--- src/rtl/cosim_split_pkg.sv ---
// Shared types and sizing helpers for the cosim message splitter.
package cosim_split_pkg;

  typedef enum logic {
    IDLE = 1'b0,
    SEND = 1'b1
  } split_state_e;

  function automatic int num_beats(input int msg_bits, input int beat_bits);
    return (msg_bits + beat_bits - 1) / beat_bits;
  endfunction

  // A single-beat message still gets a 1-bit index port.
  function automatic int idx_width(input int n);
    return (n <= 1) ? 1 : $clog2(n);
  endfunction

endpackage

--- src/rtl/cosim_msg_fifo2.sv ---
// Two-entry message FIFO; head is always visible on rdata_o, full/empty are registered.
module cosim_msg_fifo2 #(
  parameter int WIDTH = 96
) (
  input  logic             clk,
  input  logic             rst_n,
  input  logic             push_i,
  input  logic [WIDTH-1:0] wdata_i,
  input  logic             pop_i,
  output logic [WIDTH-1:0] rdata_o,
  output logic             full_o,
  output logic             empty_o
);

  logic [WIDTH-1:0] mem_q [2];
  logic             wr_ptr_q;
  logic             rd_ptr_q;
  logic [1:0]       cnt_q;
  logic [1:0]       cnt_d;
  logic             full_q;
  logic             empty_q;
  logic             push_ok;
  logic             pop_ok;

  assign push_ok = push_i && !full_q;
  assign pop_ok  = pop_i && !empty_q;
  assign cnt_d   = cnt_q + {1'b0, push_ok} - {1'b0, pop_ok};

  always_ff @(posedge clk or negedge rst_n) begin
    if (!rst_n) begin
      for (int i = 0; i < 2; i++) mem_q[i] <= '0;
      wr_ptr_q <= 1'b0;
      rd_ptr_q <= 1'b0;
      cnt_q    <= 2'd0;
      full_q   <= 1'b0;
      empty_q  <= 1'b1;
    end else begin
      if (push_ok) begin
        mem_q[wr_ptr_q] <= wdata_i;
        wr_ptr_q        <= ~wr_ptr_q;
      end
      if (pop_ok) rd_ptr_q <= ~rd_ptr_q;
      cnt_q   <= cnt_d;
      full_q  <= (cnt_d == 2'd2);
      empty_q <= (cnt_d == 2'd0);
    end
  end

  assign rdata_o = mem_q[rd_ptr_q];
  assign full_o  = full_q;
  assign empty_o = empty_q;

endmodule

--- src/rtl/cosim_msg_splitter.sv ---
// Splits wide from-host messages into narrow beats, LS beat first, zero-padding the final beat.
module cosim_msg_splitter
  import cosim_split_pkg::*;
#(
  parameter  int MSG_BITS  = 96,
  parameter  int BEAT_BITS = 32,
  localparam int NUM_BEATS = num_beats(MSG_BITS, BEAT_BITS),
  localparam int IDX_W     = idx_width(NUM_BEATS)
) (
  input  logic                 clk,
  input  logic                 rst,
  input  logic                 MsgValid,
  output logic                 MsgReady,
  input  logic [MSG_BITS-1:0]  Msg,
  output logic                 BeatValid,
  input  logic                 BeatReady,
  output logic [BEAT_BITS-1:0] Beat,
  output logic                 BeatLast,
  output logic [IDX_W-1:0]     BeatIdx
);

  localparam int PAD_BITS = NUM_BEATS * BEAT_BITS;

  split_state_e         state_q, state_d;
  logic [IDX_W-1:0]     beat_idx_q, beat_idx_d;
  logic                 fifo_full;
  logic                 fifo_empty;
  logic [MSG_BITS-1:0]  head_msg;
  logic                 push;
  logic                 pop;
  logic                 beat_fire;
  logic                 at_last;
  logic [PAD_BITS-1:0]  padded;
  logic [BEAT_BITS-1:0] beat_arr [NUM_BEATS];
  logic [NUM_BEATS-1:0] beat_sel;
  logic [BEAT_BITS-1:0] beat_mux;

  assign MsgReady  = !fifo_full;
  assign push      = MsgValid && !fifo_full;
  assign at_last   = (beat_idx_q == IDX_W'(NUM_BEATS - 1));
  assign beat_fire = (state_q == SEND) && BeatReady;
  assign pop       = beat_fire && at_last;

  cosim_msg_fifo2 #(
    .WIDTH(MSG_BITS)
  ) u_fifo (
    .clk    (clk),
    .rst_n  (rst),
    .push_i (push),
    .wdata_i(Msg),
    .pop_i  (pop),
    .rdata_o(head_msg),
    .full_o (fifo_full),
    .empty_o(fifo_empty)
  );

  always_ff @(posedge clk or negedge rst) begin
    if (!rst) begin
      state_q    <= IDLE;
      beat_idx_q <= '0;
    end else begin
      state_q    <= state_d;
      beat_idx_q <= beat_idx_d;
    end
  end

  // Stay in SEND across a last-beat pop if another message is queued or arriving now.
  always_comb begin
    state_d    = state_q;
    beat_idx_d = beat_idx_q;
    case (state_q)
      IDLE: begin
        if (push) state_d = SEND;
      end
      SEND: begin
        if (beat_fire) begin
          if (at_last) begin
            beat_idx_d = '0;
            if (!(fifo_full || push)) state_d = IDLE;
          end else begin
            beat_idx_d = beat_idx_q + 1'b1;
          end
        end
      end
      default: state_d = IDLE;
    endcase
  end

  always_comb begin
    padded                 = '0;
    padded[MSG_BITS-1:0]   = head_msg;
  end

  for (genvar gi = 0; gi < NUM_BEATS; gi++) begin : g_beat
    assign beat_arr[gi] = padded[gi*BEAT_BITS +: BEAT_BITS];
    assign beat_sel[gi] = (beat_idx_q == IDX_W'(gi));
  end

  always_comb begin
    beat_mux = '0;
    for (int k = 0; k < NUM_BEATS; k++) begin
      if (beat_sel[k]) beat_mux = beat_mux | beat_arr[k];
    end
  end

  // Outside SEND the head slot may hold a retired message, so the beat is forced to zero.
  always_comb begin
    BeatValid = (state_q == SEND);
    BeatLast  = (state_q == SEND) && at_last;
    Beat      = (state_q == SEND) ? beat_mux : '0;
    BeatIdx   = beat_idx_q;
  end

  logic unused_ok;
  assign unused_ok = fifo_empty;

endmodule

--- config.mk ---
export PLATFORM = sky130hd
export DESIGN_NAME = cosim_msg_splitter
export DESIGN_NICKNAME = d
export VERILOG_FILES = /design/src/rtl/cosim_split_pkg.sv /design/src/rtl/cosim_msg_fifo2.sv /design/src/rtl/cosim_msg_splitter.sv
export SDC_FILE = /design/constraint.sdc
export NUM_CORES = 1
export LEC_CHECK = 0
export CAP_MARGIN = 20
export CELL_PAD_IN_SITES_DETAIL_PLACEMENT = 0
export CELL_PAD_IN_SITES_GLOBAL_PLACEMENT = 1
export CORE_UTILIZATION = 35
export CTS_CLUSTER_DIAMETER = 80
export DETAILED_ROUTE_END_ITERATION = 12
export DONT_BUFFER_PORTS = 1
export PLACE_DENSITY_LB_ADDON = 0.1
export SYNTH_ARGS = -nofsm -noshare
export SYNTH_HDL_FRONTEND = slang
export SYNTH_HIERARCHICAL = 1
export SYNTH_SLANG_ARGS = --single-unit
--- constraint.sdc ---
create_clock -name clk -period 1.87 [get_ports clk]
set_input_delay 0.0935 -clock clk [delete_from_list [all_inputs] [get_ports clk]]
set_output_delay 0.0935 -clock clk [all_outputs]
set_load 0.01 [all_outputs]
==> metrics.txt <==
# TYPE chip_impl_metric gauge
chip_impl_metric{name="maxCapViolations",unit=""} 0
chip_impl_metric{name="ios",unit=""} 137
chip_impl_info{name="synth_most_common_cell",value="sky130_fd_sc_hd__dfrtp_1"} 1
chip_impl_metric{name="final_period_minus_worst_setup_slack",unit="ns"} 2.22
chip_impl_metric{name="floorplan.initialDensity",unit="%"} 36.0
chip_impl_metric{name="max_freq",unit="MHz"} 451
chip_impl_metric{name="number_of_buffers_inserted_during_clock_tree_synthesis",unit=""} 25
chip_impl_info{name="worst_setup_path_end_kind",value="primary output"} 1
chip_impl_metric{name="area_delta_synth_final",unit="%"} 26.3
chip_impl_info{name="most_prevalent_standard_cell_on_the_critical_path",value="sky130_fd_sc_hd__a211oi_2"} 1
chip_impl_info{name="worstPathCellList",value="buf_12 -> mux2_2 -> nor2b_1 -> a211oi_2 -> a211oi_2"} 1
chip_impl_metric{name="drt.antenna.violating_nets",unit=""} 0
chip_impl_metric{name="worst-endpoint-arrival",unit="ns"} 2.12
chip_impl_metric{name="post-route-worst-setup-slack",unit="ns"} -0.346
chip_impl_metric{name="synthCells",unit=""} 698
chip_impl_info{name="yosysTopAreaCell",value="sky130_fd_sc_hd__dfrtp_1"} 1
chip_impl_info{name="failed_checks",value="hold timing, setup timing"} 1
chip_impl_metric{name="synth_nets",unit=""} 799
chip_impl_info{name="critical_path.startpoint_type",value="flip-flop"} 1
chip_impl_metric{name="drc",unit=""} 0
chip_impl_metric{name="placedInstanceArea",unit="sq um"} 10700
chip_impl_metric{name="drive_above_1_share",unit="%"} 43.5
chip_impl_info{name="synth_ff_type",value="sky130_fd_sc_hd__dfrtp_1"} 1
chip_impl_metric{name="wirelength",unit="mm"} 24.1
chip_impl_metric{name="slew_headroom",unit="%"} 64.1
chip_impl_metric{name="slowest_stage_delay_on_critical_path",unit="ns"} 0.47
chip_impl_metric{name="number_of_synthesized_flops_with_an_enable_pin",unit=""} 0
chip_impl_metric{name="drt_iter0_markers",unit=""} 188
chip_impl_metric{name="place.gp.congestion",unit=""} 0.724
chip_impl_metric{name="dr.pass1.iters",unit=""} 4
chip_impl_metric{name="hold_violations",unit=""} 201
chip_impl_info{name="tritoncts",value="yes"} 1
chip_impl_metric{name="grt_first_pass_wirelength",unit="mm"} 37.9
chip_impl_metric{name="post-place-ws",unit="ns"} 0.0253
chip_impl_info{name="outcome",value="finished, violations left"} 1
chip_impl_metric{name="vias",unit=""} 5991
chip_impl_metric{name="grt_antenna_before_repair",unit=""} 3
chip_impl_metric{name="post-dp-hpwl",unit="mm"} 14.3
chip_impl_info{name="holdCritPathClass",value="primary input to asynchronous set/reset pin"} 1
chip_impl_metric{name="number_of_synthesis_warnings",unit=""} 6
chip_impl_metric{name="post_dr_wirelength_cell",unit="um"} 19.8
chip_impl_metric{name="worstPathMaxFanout",unit=""} 34
chip_impl_metric{name="timing.final.crit_share",unit="%"} 119
chip_impl_metric{name="finClkSkew",unit="ns"} 0.0123
chip_impl_metric{name="grt_max_degree",unit=""} 202
chip_impl_metric{name="hold_slack",unit="ns"} -0.714
chip_impl_metric{name="syn_area_per_cell",unit="sq um"} 14.5
chip_impl_info{name="synth.top_cells.by_area",value="sky130_fd_sc_hd__dfrtp_1 (49%), sky130_fd_sc_hd__mux2_2 (17%), sky130_fd_sc_hd__mux2_1 (10%)"} 1
chip_impl_metric{name="clkSlewWorstSetupHoldPaths",unit="ns"} 0.06
chip_impl_metric{name="hold_buffers",unit=""} 98
chip_impl_info{name="critical_path.slowest_cell",value="sky130_fd_sc_hd__dfrtp_4"} 1
chip_impl_info{name="critPathKind",value="flip-flop to primary output"} 1
chip_impl_metric{name="worst_ep_required_time",unit="ns"} 1.78
chip_impl_metric{name="clock_insertion_delay_worst_skew",unit="ns"} 0.51
chip_impl_info{name="grt_setup_unrepaired",value="yes"} 1
chip_impl_metric{name="groute.usage.overall",unit="%"} 16.5
chip_impl_metric{name="pwr_density_cell",unit="nW/um^2"} 1910
chip_impl_metric{name="std_cell_rows",unit=""} 61
chip_impl_metric{name="placeableCoreArea",unit="sq um"} 28200
chip_impl_metric{name="post-synth-top-area-fraction",unit="%"} 49.4
chip_impl_metric{name="yosysSeqAreaShare",unit="%"} 49.7
chip_impl_metric{name="synth-seq-cells",unit=""} 201
chip_impl_metric{name="grt-ovfl-total",unit=""} 0
chip_impl_info{name="clock-root-buffer",value="sky130_fd_sc_hd__clkbuf_16"} 1
chip_impl_metric{name="worstMarginPinSlew",unit="ns"} 0.538
chip_impl_metric{name="htree_num_levels",unit=""} 1
chip_impl_info{name="yosys-top-cells-count",value="sky130_fd_sc_hd__dfrtp_1 (200), sky130_fd_sc_hd__mux2_2 (157), sky130_fd_sc_hd__mux2_1 (91)"} 1
chip_impl_metric{name="ys_async_sr_fraction",unit="%"} 100
chip_impl_metric{name="first_global_vias",unit=""} 6733
chip_impl_metric{name="power.static_leakage",unit="uW"} 0.00529
chip_impl_metric{name="finalNetCount",unit=""} 921
chip_impl_metric{name="final_area",unit="sq um"} 12800
chip_impl_metric{name="final_max_slew_viol_count",unit=""} 0
chip_impl_metric{name="clockBufferDepth",unit=""} 3
chip_impl_metric{name="die_height",unit="um"} 172
chip_impl_metric{name="setup_viol_count_final",unit=""} 32
chip_impl_metric{name="io_buffers",unit=""} 0
chip_impl_metric{name="yosysUniqueCellTypes",unit=""} 32
chip_impl_metric{name="design.die.area",unit="sq um"} 29600
chip_impl_metric{name="syn-cell-area",unit="sq um"} 10100
chip_impl_metric{name="via_per_inst",unit=""} 4.92
chip_impl_metric{name="die_w",unit="um"} 172
chip_impl_metric{name="clock_sink_count",unit=""} 201
chip_impl_metric{name="power.ir.vdd_worst",unit="uV"} 820
-- repair_timing --
item,in CTS,in global routing
setup buffers,9,5
pin swaps,14,9
hold endpoints to repair,397,201
gates cloned,2,1
setup endpoints to repair,32,91
resized for setup,18,11
-- cell families (layout without fill, tap and decap cells) --
family          after synthesis  count (layout)  share of synthesized area [%]
mux                         288             288                           33.5
flops                       201             201                           49.7
other cells                   0               3                              0
fa+ha+maj                     1               1                          0.123
buf+inv                      54             193                           3.66
compound gates               69              69                           7.78
xor+xnor                      4               4                          0.346
simple gates                 81              81                           4.93
-- layout make-up --
cell class                      instances  area (sq um)
Fill cell                            2535         15400
Sequential cell                       201          5040
Multi-Input combinational cell        443          4850
Timing Repair Buffer                  147          1600
Clock buffer                           36           697
Tap cell                              378           473
Clock inverter                          8           115
Inverter                                2          7.51
Antenna cell                            3          7.51
-- path summary, 6_finish.rpt --
check / depth (start not counted) / slack [ns] / end / startpoint
worst max-delay path: 5 / -0.35 / Beat[16] / u_fifo/rd_ptr_q
worst min-delay path: 0 / -0.71 / u_fifo/mem_q[161] / rst
worst max register to register: 8 / 0.07 / u_fifo/empty_o / BeatIdx[0]
worst min register to register: 1 / 0.48 / u_fifo/mem_q[159] / u_fifo/mem_q[159]
max in group asynchronous: 0 / 2.24 / u_fifo/empty_o / rst
min in group clk: 2 / 0.26 / u_fifo/mem_q[20] / Msg[20]
-- per-stage QoR --
stage | setup TNS, ns | utilization, % | hold slack, ns | instances | power, uW
after floorplan | -0.0268 | - | -0.202 | 698 | 16300
after global placement | 0 | 37.9 | -0.195 | 1056 | 18400
after detailed placement | 0 | 37.9 | -0.195 | 1056 | 18800
after CTS | -10.44 | 45.0 | -0.749 | 1209 | 24500
after global routing | -11.89 | 45.4 | -0.750 | 1218 | 26000
final | -9.08 | 45.4 | -0.714 | 1218 | 24400
-- layer usage --
metal / part of all wire [%] / up-vias / track usage [%]
met5: 0 / - / 0
met4: 1.4 / 0 / 3.69
met3: 4.5 / 29 / 3.50
met2: 48 / 104 / 27.7
met1: 46 / 3086 / 21.7
li1: - / 2772 / -
-- flip-flops by register name (all words and copies together) (netlist names) --
| name | count |
|---|---|
| u_fifo/empty_o | 1 |
| u_fifo/mem_q | 192 |
| u_fifo/full_o | 1 |
| BeatValid | 1 |
| BeatIdx | 2 |
| u_fifo/wr_ptr_q | 1 |
| u_fifo/cnt_q | 2 |
| u_fifo/rd_ptr_q | 1 |
-- worst max-delay path: cells and delay by family (launching register included) --
family	cells	cell delay [ns]
multiplexers	1	0.37
AND/OR/NAND/NOR	1	0.14
buffers and inverters	1	0.25
flip-flops	1	0.47
AO/OA/AOI/OAI	2	0.36
-- report_power, final --
part | internal, uW | leakage, uW | switching, uW
logic | 6570 | 0.00252 | 5230
clock network | 2980 | 0.000401 | 1820
registers | 6630 | 0.00237 | 1160
-- cell usage in the layout, fill, tap and decap left out, types with 2 or more instances in the layout --
cell type / n
sky130_fd_sc_hd__mux2_1: 91
sky130_fd_sc_hd__buf_6: 3
sky130_fd_sc_hd__mux2_2: 154
sky130_fd_sc_hd__nor2_1: 2
sky130_fd_sc_hd__clkbuf_8: 3
sky130_fd_sc_hd__a211oi_2: 59
sky130_fd_sc_hd__nand2_1: 2
sky130_fd_sc_hd__clkbuf_1: 8
sky130_fd_sc_hd__xnor2_1: 3
sky130_fd_sc_hd__buf_12: 12
sky130_fd_sc_hd__clkbuf_16: 26
sky130_fd_sc_hd__nor2b_1: 26
sky130_fd_sc_hd__buf_16: 2
sky130_fd_sc_hd__buf_4: 29
sky130_fd_sc_hd__nor2b_2: 6
sky130_fd_sc_hd__dfrtp_4: 3
sky130_fd_sc_hd__nor2_4: 2
sky130_fd_sc_hd__a211oi_1: 4
sky130_fd_sc_hd__dfrtp_1: 197
sky130_fd_sc_hd__bufinv_16: 3
sky130_fd_sc_hd__nor3_2: 2
sky130_fd_sc_hd__nand2b_1: 34
sky130_fd_sc_hd__mux2_4: 43
sky130_fd_sc_hd__dlygate4sd3_1: 98
sky130_fd_sc_hd__diode_2: 3
sky130_fd_sc_hd__clkinv_2: 5
Power figures use the tool's default switching activity.
